[src/rtl/hjcnt_seg_scan.sv]
// hjcnt_seg_scan: serial double-dabble BCD conversion of two 7-bit counts,
// time-multiplexed onto a six-digit common-anode 7-segment display.
module hjcnt_seg_scan #(
    parameter int SCAN_DIV = 4,
    parameter bit BLANK_LZ = 1'b1
) (
    input  logic       clk,
    input  logic       rst_n,
    input  logic [6:0] cnt,
    input  logic [6:0] cnt2,
    output logic [6:0] seg,
    output logic [5:0] an,
    output logic       busy,
    output logic       bcd_valid
);
    localparam int SW = $clog2(SCAN_DIV);

    typedef enum logic [1:0] {IDLE, CONV_A, CONV_B, COMMIT} state_t;
    state_t state, state_nx;

    logic [6:0] shadow_a, shadow_b;
    logic [2:0] bit_cnt;
    logic [11:0] bcd, bcd_nx, res_a, disp_a, disp_b, cur;
    logic [SW-1:0] scan_cnt;
    logic [2:0] dig_idx, pos;
    logic [3:0] nib;
    logic blank, src, last, change;

    always_ff @(posedge clk or negedge rst_n)
        if (!rst_n) state <= IDLE;
        else state <= state_nx;

    always_comb begin
        change = {cnt, cnt2} != {shadow_a, shadow_b};
        last = bit_cnt == 3'd6;
        state_nx = state;
        case (state)
            IDLE:    state_nx = change ? CONV_A : IDLE;
            CONV_A:  state_nx = last ? CONV_B : CONV_A;
            CONV_B:  state_nx = last ? COMMIT : CONV_B;
            default: state_nx = IDLE;
        endcase
    end

    assign busy = state != IDLE;

    // Hundreds never exceeds 1 for a 7-bit input, so only tens/units need the add-3 fixup
    always_comb begin
        src = state == CONV_A ? shadow_a[3'd6 - bit_cnt] : shadow_b[3'd6 - bit_cnt];
        bcd_nx = {bcd[10:8],
                  (bcd[7:4] >= 4'd5) ? bcd[7:4] + 4'd3 : bcd[7:4],
                  (bcd[3:0] >= 4'd5) ? bcd[3:0] + 4'd3 : bcd[3:0],
                  src};
    end

    always_ff @(posedge clk or negedge rst_n) begin
        if (!rst_n) begin
            shadow_a  <= '0;
            shadow_b  <= '0;
            bit_cnt   <= '0;
            bcd       <= '0;
            res_a     <= '0;
            disp_a    <= '0;
            disp_b    <= '0;
            bcd_valid <= 1'b0;
        end else begin
            bcd_valid <= state == COMMIT;
            case (state)
                IDLE: if (change) begin
                    shadow_a <= cnt;
                    shadow_b <= cnt2;
                    bit_cnt  <= '0;
                    bcd      <= '0;
                end
                CONV_A, CONV_B: begin
                    bcd     <= bcd_nx;
                    bit_cnt <= last ? 3'd0 : bit_cnt + 3'd1;
                    if (last && state == CONV_A) begin
                        res_a <= bcd_nx;
                        bcd   <= '0;
                    end
                end
                default: begin
                    disp_a <= res_a;
                    disp_b <= bcd;
                end
            endcase
        end
    end

    always_ff @(posedge clk or negedge rst_n) begin
        if (!rst_n) begin
            scan_cnt <= '0;
            dig_idx  <= '0;
        end else if (scan_cnt == SW'(SCAN_DIV - 1)) begin
            scan_cnt <= '0;
            dig_idx  <= dig_idx == 3'd5 ? 3'd0 : dig_idx + 3'd1;
        end else begin
            scan_cnt <= scan_cnt + 1'b1;
        end
    end

    assign an = ~(6'd1 << dig_idx);

    always_comb begin
        cur = dig_idx >= 3'd3 ? disp_b : disp_a;
        pos = dig_idx >= 3'd3 ? dig_idx - 3'd3 : dig_idx;
        nib = pos == 3'd0 ? cur[3:0] : pos == 3'd1 ? cur[7:4] : cur[11:8];
        blank = BLANK_LZ && (pos == 3'd2 ? cur[11:8] == 4'd0 : pos == 3'd1 && cur[11:4] == 8'd0);
        seg = 7'b1111111;
        if (!blank)
            case (nib)
                4'd0: seg = 7'b1000000;
                4'd1: seg = 7'b1111001;
                4'd2: seg = 7'b0100100;
                4'd3: seg = 7'b0110000;
                4'd4: seg = 7'b0011001;
                4'd5: seg = 7'b0010010;
                4'd6: seg = 7'b0000010;
                4'd7: seg = 7'b1111000;
                4'd8: seg = 7'b0000000;
                4'd9: seg = 7'b0010000;
                default: seg = 7'b1111111;
            endcase
    end
endmodule
[config.mk]
export PLATFORM = sky130hd
export DESIGN_NAME = hjcnt_seg_scan
export DESIGN_NICKNAME = d
export VERILOG_FILES = /design/src/rtl/hjcnt_seg_scan.sv
export SDC_FILE = /design/constraint.sdc
export NUM_CORES = 1
export LEC_CHECK = 0
export ABC_CLOCK_PERIOD_IN_PS = 4000
export CORE_MARGIN = 8
export CORE_UTILIZATION = 55
export DETAILED_ROUTE_END_ITERATION = 10
export PLACE_DENSITY = 0.79
export SLEW_MARGIN = 20
export SYNTH_ARGS = -nofsm -noshare
export SYNTH_HDL_FRONTEND = slang
export SYNTH_SLANG_ARGS = --single-unit
export TNS_END_PERCENT = 30
[constraint.sdc]
create_clock -name clk -period 4 [get_ports clk]
set_input_delay 0.8 -clock clk [delete_from_list [all_inputs] [get_ports clk]]
set_output_delay 0.8 -clock clk [all_outputs]
set_load 0.01 [all_outputs]
# Word level (Yosys, flattened, before mapping)
# Memory sizes are Yosys's and may differ from the RTL's.
# Cells that the tools add are included.
[word_totals]
ff_bits = 73
latch_bits = 0
mem_bits_rw = 0
rom_bits = 112
in_bits = 16
output_inout_bits = 15
elab_cells = 73
n_memories = 1
[classes]
n_addsub = 7
n_mul = 0
div_mod_pow = 0
n_lt_le_gt_ge = 4
n_eq_ne = 10
shift = 1
n_mux = 25
bitwise_logic = 1
n_reduce_logical = 13
[memory_table]
columns = ["name", "depth", "width", "rd", "rd_clocked_by_memory_dff", "write_ports", "line", "rtl"]
rows = [
  ["(name not given)", 16, 7, 1, 0, 0, "112", "case (nib)"],
]
[op_table]
columns = ["cell", "n"]
rows = [
  ["12-bit two-way mux", 3],
  ["12-bit one-hot mux with 2 select lines", 1],
  ["4-bit two-way mux", 4],
  ["14-bit inequality test", 1],
  ["3-bit two-way mux", 4],
  ["4-bit by 2-bit adder with 4-bit output (second input constant)", 2],
  ["4-bit by 3-bit >= comparator with 1-bit output (second input constant)", 2],
  ["8-bit zero test", 1],
  ["7-bit two-way mux", 1],
  ["3-bit by 1-bit adder with 3-bit output (second input constant)", 2],
  ["1-bit binary-select mux with 3-bit select", 2],
  ["2-bit equality test (second input constant)", 3],
  ["3-bit equality test (second input constant)", 2],
  ["1-bit two-way mux", 6],
  ["6-bit inverter", 1],
  ["2-bit one-hot mux with 3 select lines", 1],
  ["3-bit one-hot mux with 2 select lines", 1],
  ["2-bit AND reduction", 3],
  ["1-bit by 3-bit left shift with 6-bit output (first input constant)", 1],
  ["4-bit zero test", 1],
  ["3-bit by 4-bit less-than comparator with 1-bit output (second input constant)", 1],
  ["2-bit two-way mux", 2],
  ["2-bit nonzero test", 2],
  ["3-bit by 1-bit equality test with 1-bit output (second input constant)", 1],
  ["12 further kinds", 13],
]

# Longest topological paths before layout
# Gate-level depths: netlist of run 1.
# An unclocked memory read counts as a cell.
[depth]
word_depth = 7
depth_mapped = 13
mapped_depth_nobuf = 11

# Least setup slack after synthesis of run 1
# No wires, ideal clock.
[synth_path]
path_type = "reg-to-output"
start = "register dig_idx[1]"
end = "output port seg[3]"
arrival_time_ps = 2840
required_ps = 3200
slack_ps = 360
path_stages_with_launch = 12
cell_sequence = "dfrtp_1 -> ha_1 -> ha_1 -> or4b_2 -> o41ai_1 -> o221ai_1 -> nand2_1 -> inv_1 -> ha_1 -> nor2_1 -> a21oi_1 -> o21ai_1"
[synth_via]
elab_chain_cells = 7
[synth_rtl]
columns = ["element", "line", "rtl"]
rows = [
  ["start, declared", "25", "logic [2:0] dig_idx, pos;"],
  ["start signal, assigned", "97", "dig_idx <= dig_idx == 3'd5 ? 3'd0 : dig_idx + 3'd1;"],
  ["3-bit by 2-bit subtractor with 3-bit output / 3-bit by 2-bit >= comparator with 1-bit output (equally long branches)", "107, 106", ""],
  ["3-bit two-way mux", "107", "pos = dig_idx >= 3'd3 ? dig_idx - 3'd3 : dig_idx;"],
  ["3-bit by 1-bit equality test with 1-bit output", "108, 109", ""],
  ["4-bit two-way mux (2 in series)", "108", "nib = pos == 3'd0 ? cur[3:0] : pos == 3'd1 ? cur[7:4] : cur[11:8];"],
  ["memory 16 x 7 bit", "-", ""],
  ["7-bit two-way mux *", "111", "if (!blank)"],
  ["end, declared", "11", "output logic [6:0] seg,"],
]
# Mark *: on every way between the ends. The rest lies on a longest branch, timed or not.

# Worst setup path in the final report of run 1
[layout_path]
start = "register dig_idx[0]"
end = "output port seg[0]"
# Same word-level chain as after synthesis.

==> results of run 1 <==
-- area by class of cell --
cell class              count  area [µm²]
inverters                  19        71.3
well taps                  99         124
flip-flops and latches     73        1830
multi-input cells         241        2040
fillers                   541        2330
repair buffers             57         468
clock inverters             6         108
clock buffers               9         124
-- flip-flops by register name (all words and copies together), names as in the netlist --
name and count:
shadow_a 7, disp_b 12, scan_cnt 2, shadow_b 7, bcd_valid 1, state 2, bcd 12, disp_a 12
bit_cnt 3, dig_idx 3, res_a 12
-- stage by stage --
stage | setup slack (ps) | std cells | TNS [ps] | util
final | 47.4 | 504 | 0 | 0.671
after detailed placement | -3.67 | 477 | -3.67 | 0.620
after global placement | 85.0 | 477 | 0 | 0.620
after global routing | -82.0 | 504 | -254 | 0.671
after floorplan | 360 | 346 | 0 | -
after CTS | -33.9 | 499 | -33.9 | 0.662
-- synth_stat cells, drive strengths merged, types with 2 or more instances --
master | n | share of area
a21boi | 2 | 0.0076
a22o | 10 | 0.022
nor3b | 5 | 0.0096
buf | 5 | 0.0073
a21oi | 11 | 0.014
nand2 | 32 | 0.031
o211ai | 3 | 0.0057
clkbuf | 8 | 0.0076
ha | 19 | 0.061
nand3 | 7 | 0.0089
or4 | 2 | 0.0038
mux4 | 2 | 0.011
a22oi | 2 | 0.0038
nor2 | 9 | 0.0086
mux2 | 52 | 0.15
nor3 | 2 | 0.0038
mux2i | 14 | 0.036
xnor2 | 3 | 0.0067
and2 | 4 | 0.0064
nand4 | 2 | 0.0032
a211o | 2 | 0.0048
nand3b | 2 | 0.0038
o221ai | 2 | 0.0045
inv | 19 | 0.018
o21ai | 21 | 0.027
xor2 | 14 | 0.031
o41ai | 3 | 0.0067
nand2b | 3 | 0.0048
a31oi | 2 | 0.0032
dfrtp | 73 | 0.47
nor4 | 3 | 0.0048
-- routing by layer --
metal | vias to the layer above | track usage | wire length [µm]
li1 | 1349 | - | -
met1 | 1371 | 0.186 | 3350
met2 | 62 | 0.296 | 4070
met3 | 16 | 0.0345 | 297
met4 | 0 | 0.0756 | 139
met5 | - | 0 | 0
-- where the power goes --
part / switching, mW / internal (mW) / leakage (nW) / total, mW
Clock: 0.259 / 0.408 / 0.115 / 0.667
Combinational: 0.650 / 0.735 / 1.20 / 1.38
Sequential: 0.254 / 1.02 / 0.931 / 1.27
-- worst reg2reg max path: stages (launching register included) --
cell,delay (ps)
dfrtp_1,410
inv_1,110
ha_1,410
nand4_1,710
mux2_2,560
-- cells by family (layout without fill, tap and decap cells) --
logic type,after synthesis,in the layout,synth area share
flops,73,73,0.465
buf+inv,32,91,0.0331
xor+xnor,17,17,0.0379
fa+ha+maj,19,19,0.0605
mux,68,68,0.197
simple gates,74,74,0.0949
compound gates,63,63,0.111
-- worst min-delay path by stage --
stage                      from     endpoint  slack, ps
floorplan           scan_cnt[0]  scan_cnt[0]        400
global placement    scan_cnt[0]  scan_cnt[0]        410
detailed placement  scan_cnt[0]  scan_cnt[0]        420
CTS                 scan_cnt[0]  scan_cnt[0]        430
global route        scan_cnt[0]  scan_cnt[0]        450
finish              scan_cnt[0]  scan_cnt[0]        430
-- repair_timing --
action	CTS	global route
pin swaps	3	3
buffers inserted	6	5
endpoints found under the setup margin	7	7
gates cloned	1	0
resized for setup	20	21
==> impl_metrics.json, run 1 <==
{
  "status": "complete, no violations",
  "cts_tree": "done",
  "avgSynthCellArea_um2": 11.4,
  "critPathLaunchType": "flip-flop",
  "worstReg2RegStart": "state[1]",
  "slowest_stage": "a222oi_1",
  "ios": 31,
  "worstPathCellList": "ha_2 -> ha_4 -> buf_6 -> a211oi_2 -> buf_4 -> mux2_4 -> a222oi_1 -> a21boi_4 -> buf_6 -> a21boi_4 -> a22oi_1 -> buf_2",
  "synth_cell_types": 46,
  "worstSetupPathType": "reg2out",
  "arrival_ps": 3150,
  "r2r_slack_ps": 1700,
  "synth-seq-cells": 73,
  "syn_nets": 381,
  "fp.dieW_um": 101,
  "drc": 0,
  "cap_violations": 0,
  "grt_overflow_total": 0,
  "mostFrequentLayoutCells": "73 x dfrtp_1, 50 x mux2_2, 31 x nand2_1",
  "synthArstFlopShare": 1.00,
  "netlist_area_mm2": 0.00393,
  "ctsHoldBuffers": 0,
  "layout.nets": 436,
  "r2r_cells": 4,
  "numCtsBuffers": 9,
  "grt_max_degree": 35,
  "yosys_warnings": 0,
  "slew_headroom": 0.428,
  "synth_edf_count": 0,
  "hpwl_um": 5430,
  "ys.flop_type": "dfrtp_1",
  "antenna-diode-count": 0,
  "io_buffers": 30,
  "skew_ps": 7.90,
  "h-tree-depth": 3,
  "leakage_nw": 2.25,
  "clockBufferDepth": 2,
  "critical-path-top-delay-family": "compound AO/OA/AOI/OAI gates",
  "slowest_delay_ps": 400,
  "endpoint": "seg[0]",
  "syn_inst": 346,
  "peakVddDrop_mv": 0.481,
  "grt_pass1_wl_um": 13400,
  "fin_area_mm2": 0.00476,
  "cp_max_fo": 5,
  "hp-class": "reg2reg",
  "insertion_delay_ps": 340,
  "grt_usage": 0.166,
  "hold_viol": 0,
  "grt_pass1_vias": 2923,
  "row_count": 31,
  "final_common_cell": "dfrtp_1",
  "rr_endpoint": "res_a[10]",
  "firstDrtPassIters": 4,
  "slew_viol_final": 0,
  "min_path_cells": 1,
  "vias_per_cell": 5.55,
  "yosysSeqAreaShare": 0.465,
  "drive_above_1_share": 0.301,
  "drtAntennaViolNets": 0,
  "detail_route.wl_per_cell_um": 15.6,
  "cp.required_ps": 3200,
  "timing.critical_path.buf_inv": 4,
  "worst_pin_slew_ps": 856,
  "antenna_found_initial": 0,
  "clkTransAtPathRegs_ps": 80,
  "crit_path_start": "dig_idx[0]",
  "powerDensity_mw_per_mm2": 697,
  "area_growth_pct": 21.3,
  "holdWs_ps": 429,
  "rsz0062_at_grt": "true",
  "power_mw": 3.32,
  "cp.depth": 12,
  "routed_wl_um": 7860,
  "finalCritPeriodShare": 0.988,
  "finalSetupViolCount": 0,
  "core_region_area_mm2": 0.00710,
  "die-area_mm2": 0.0101,
  "die_y_um": 101,
  "vias": 2798,
  "worstSetupEndpointType": "primary output",
  "drtIter0Drc": 90,
  "cts_root_buffer": "clkbuf_8",
  "place_congestion": 0.863,
  "period_needed_ps": 3950,
  "start_util": 0.553,
  "timing.fmax_ghz": 0.253,
  "cts.sinks": 73,
  "postPlaceCellArea_mm2": 0.00440
}
Power figures use the tool's default switching activity.
==> run 2, diff against run 1 <==
--- a/config.mk
+++ b/config.mk
@@ -5,7 +5,7 @@
 export SDC_FILE = /design/constraint.sdc
 export NUM_CORES = 1
 export LEC_CHECK = 0
-export ABC_CLOCK_PERIOD_IN_PS = 4000
+export ABC_CLOCK_PERIOD_IN_PS = 4950
 export CORE_MARGIN = 8
 export CORE_UTILIZATION = 55
 export DETAILED_ROUTE_END_ITERATION = 10
==> constraint.sdc (replaced) <==
create_clock -name clk -period 4.95 [get_ports clk]
set_input_delay 0.99 -clock clk [delete_from_list [all_inputs] [get_ports clk]]
set_output_delay 0.99 -clock clk [all_outputs]
set_load 0.01 [all_outputs]
==> run 2 against run 1 <==
Global-route usage down 0.43 points. First-iteration DRC count up 5.6%. Total power down 21%. Cell count down 4.4%. Non-clock buffer count down 23. Largest power group unchanged.
==> impl_metrics.json, run 2 (synthesis gave the netlist of run 1 again) <==
{
  "status": "complete, no violations",
  "cp_max_fo": 14,
  "power_mw": 2.62,
  "critPathLaunchType": "flip-flop",
  "grt_pass1_wl_um": 12900,
  "slowest_stage": "dfrtp_2",
  "slowest_delay_ps": 500,
  "min_path_cells": 1,
  "r2r_slack_ps": 2690,
  "ctsHoldBuffers": 0,
  "grt_overflow_total": 0,
  "firstDrtPassIters": 4,
  "core_region_area_mm2": 0.00710,
  "drive_above_1_share": 0.235,
  "critical-path-top-delay-family": "compound AO/OA/AOI/OAI gates",
  "worstSetupPathType": "reg2out",
  "detail_route.wl_per_cell_um": 16.2,
  "combPwrFrac": 0.421,
  "post_cts_buffers": 0,
  "insertion_delay_ps": 350,
  "hold_path_startpoint": "scan_cnt[0]",
  "grt_max_degree": 40,
  "layout.nets": 413,
  "ios": 31,
  "mostFrequentLayoutCells": "72 x dfrtp_1, 51 x mux2_2, 32 x nand2_1",
  "arrival_ps": 3780,
  "drtIter0Drc": 95,
  "cap_violations": 0,
  "clockBufferDepth": 2,
  "io_buffers": 30,
  "period_needed_ps": 4770,
  "skew_ps": 7.03,
  "switchingPower_uw": 925,
  "finalSetupViolCount": 0,
  "row_count": 31,
  "grt_usage": 0.162,
  "leakage_nw": 2.12,
  "antenna-diode-count": 0,
  "power_frac_clock": 0.191,
  "drc": 0,
  "routed_wl_um": 7790,
  "worst_pin_slew_ps": 827,
  "place_congestion": 0.836,
  "holdWs_ps": 433,
  "start_util": 0.553,
  "fp.dieW_um": 101,
  "cp.required_ps": 3960,
  "cts_tree": "done",
  "peakVddDrop_mv": 0.358,
  "p_seq_frac": 0.388,
  "drtAntennaViolNets": 0,
  "hpwl_um": 5430,
  "vias": 2732,
  "antenna_found_initial": 0,
  "die-area_mm2": 0.0101,
  "slew_viol_final": 0,
  "worstPathCellList": "ha_1 -> ha_1 -> a211oi_2 -> buf_4 -> mux2_4 -> a222oi_1 -> buf_4 -> a21boi_4 -> a21boi_2 -> a22oi_1 -> clkdlybuf4s50_1",
  "finalCritPeriodShare": 0.964,
  "clkTransAtPathRegs_ps": 70,
  "die_y_um": 101,
  "power.internal_mw": 1.70,
  "r2r_cells": 4,
  "area_growth_pct": 16.4,
  "switching_share": 0.353,
  "final_common_cell": "dfrtp_1",
  "cts_root_buffer": "clkbuf_8",
  "numCtsBuffers": 9,
  "grt_pass1_vias": 2817,
  "timing.critical_path.buf_inv": 3,
  "cts.sinks": 73,
  "worstReg2RegStart": "state[1]",
  "h-tree-depth": 3,
  "vias_per_cell": 5.67,
  "hp-class": "reg2reg",
  "cp.depth": 11,
  "powerDensity_mw_per_mm2": 573,
  "crit_path_start": "dig_idx[0]",
  "slew_headroom": 0.447,
  "timing.fmax_ghz": 0.210,
  "hold_viol": 0,
  "worstSetupEndpointType": "primary output"
}
[run 2: final timing paths]
path | endpoint
worst max register to register | res_a[10]
worst min register to register | scan_cnt[0]
min in group asynchronous | disp_b[6]
max in group asynchronous | res_a[4]
worst min-delay path | scan_cnt[0]
worst max-delay path | seg[0]
[run 2: metrics by stage]
stage / area (µm²) / util / setup WS, ps / setup TNS [ps] / cells
2_1_floorplan: 3930 / - / 1120 / 0 / 346
3_3_place_gp: 4320 / 0.608 / 476 / 0 / 466
3_5_place_dp: 4320 / 0.608 / 367 / 0 / 466
4_1_cts: 4530 / 0.638 / 13.3 / 0 / 482
5_1_grt: 4570 / 0.644 / -9.08 / -9.08 / 482
6_report: 4570 / 0.644 / 180 / 0 / 482
[run 2: per-layer routing]
metal  share of wire  vias to the layer above  track usage  routed length [µm]
met1            0.43                     1359        0.183                3360
met3           0.049                       16       0.0470                 385
met5               0                        -            0                   0
met2            0.50                       52        0.279                3880
li1                -                     1305            -                   -
met4           0.022                        0       0.0686                 169
[run 2: power groups by stage]
stage,clock network [mW],registers (mW),logic (mW)
after global placement,0,1.01,1.06
after detailed placement,0,1.03,1.10
after global routing,0.537,1.05,1.22
after CTS,0.509,1.02,1.11
after floorplan,0,0.954,0.831
final,0.501,1.02,1.10
[run 2: what timing repair did]
action,in CTS,in global routing
gates resized for setup,0,8
pin swaps,1,0
endpoints found under the setup margin,1,4
[run 2: layout make-up]
type | instances | area (µm²)
timing repair buffer | 34 | 325
sequential | 73 | 1830
inverter | 19 | 71.3
fill | 547 | 2530
tap | 99 | 124
clock inverter | 6 | 82.6
multi-input combinational | 241 | 2010
clock buffer | 10 | 128
[run 2: worst register-to-register path, cell delays in order (launching register included)]
cell     delay, ps
dfrtp_1        410
inv_1          110
ha_1           400
nand4_1        690
mux2_2         550
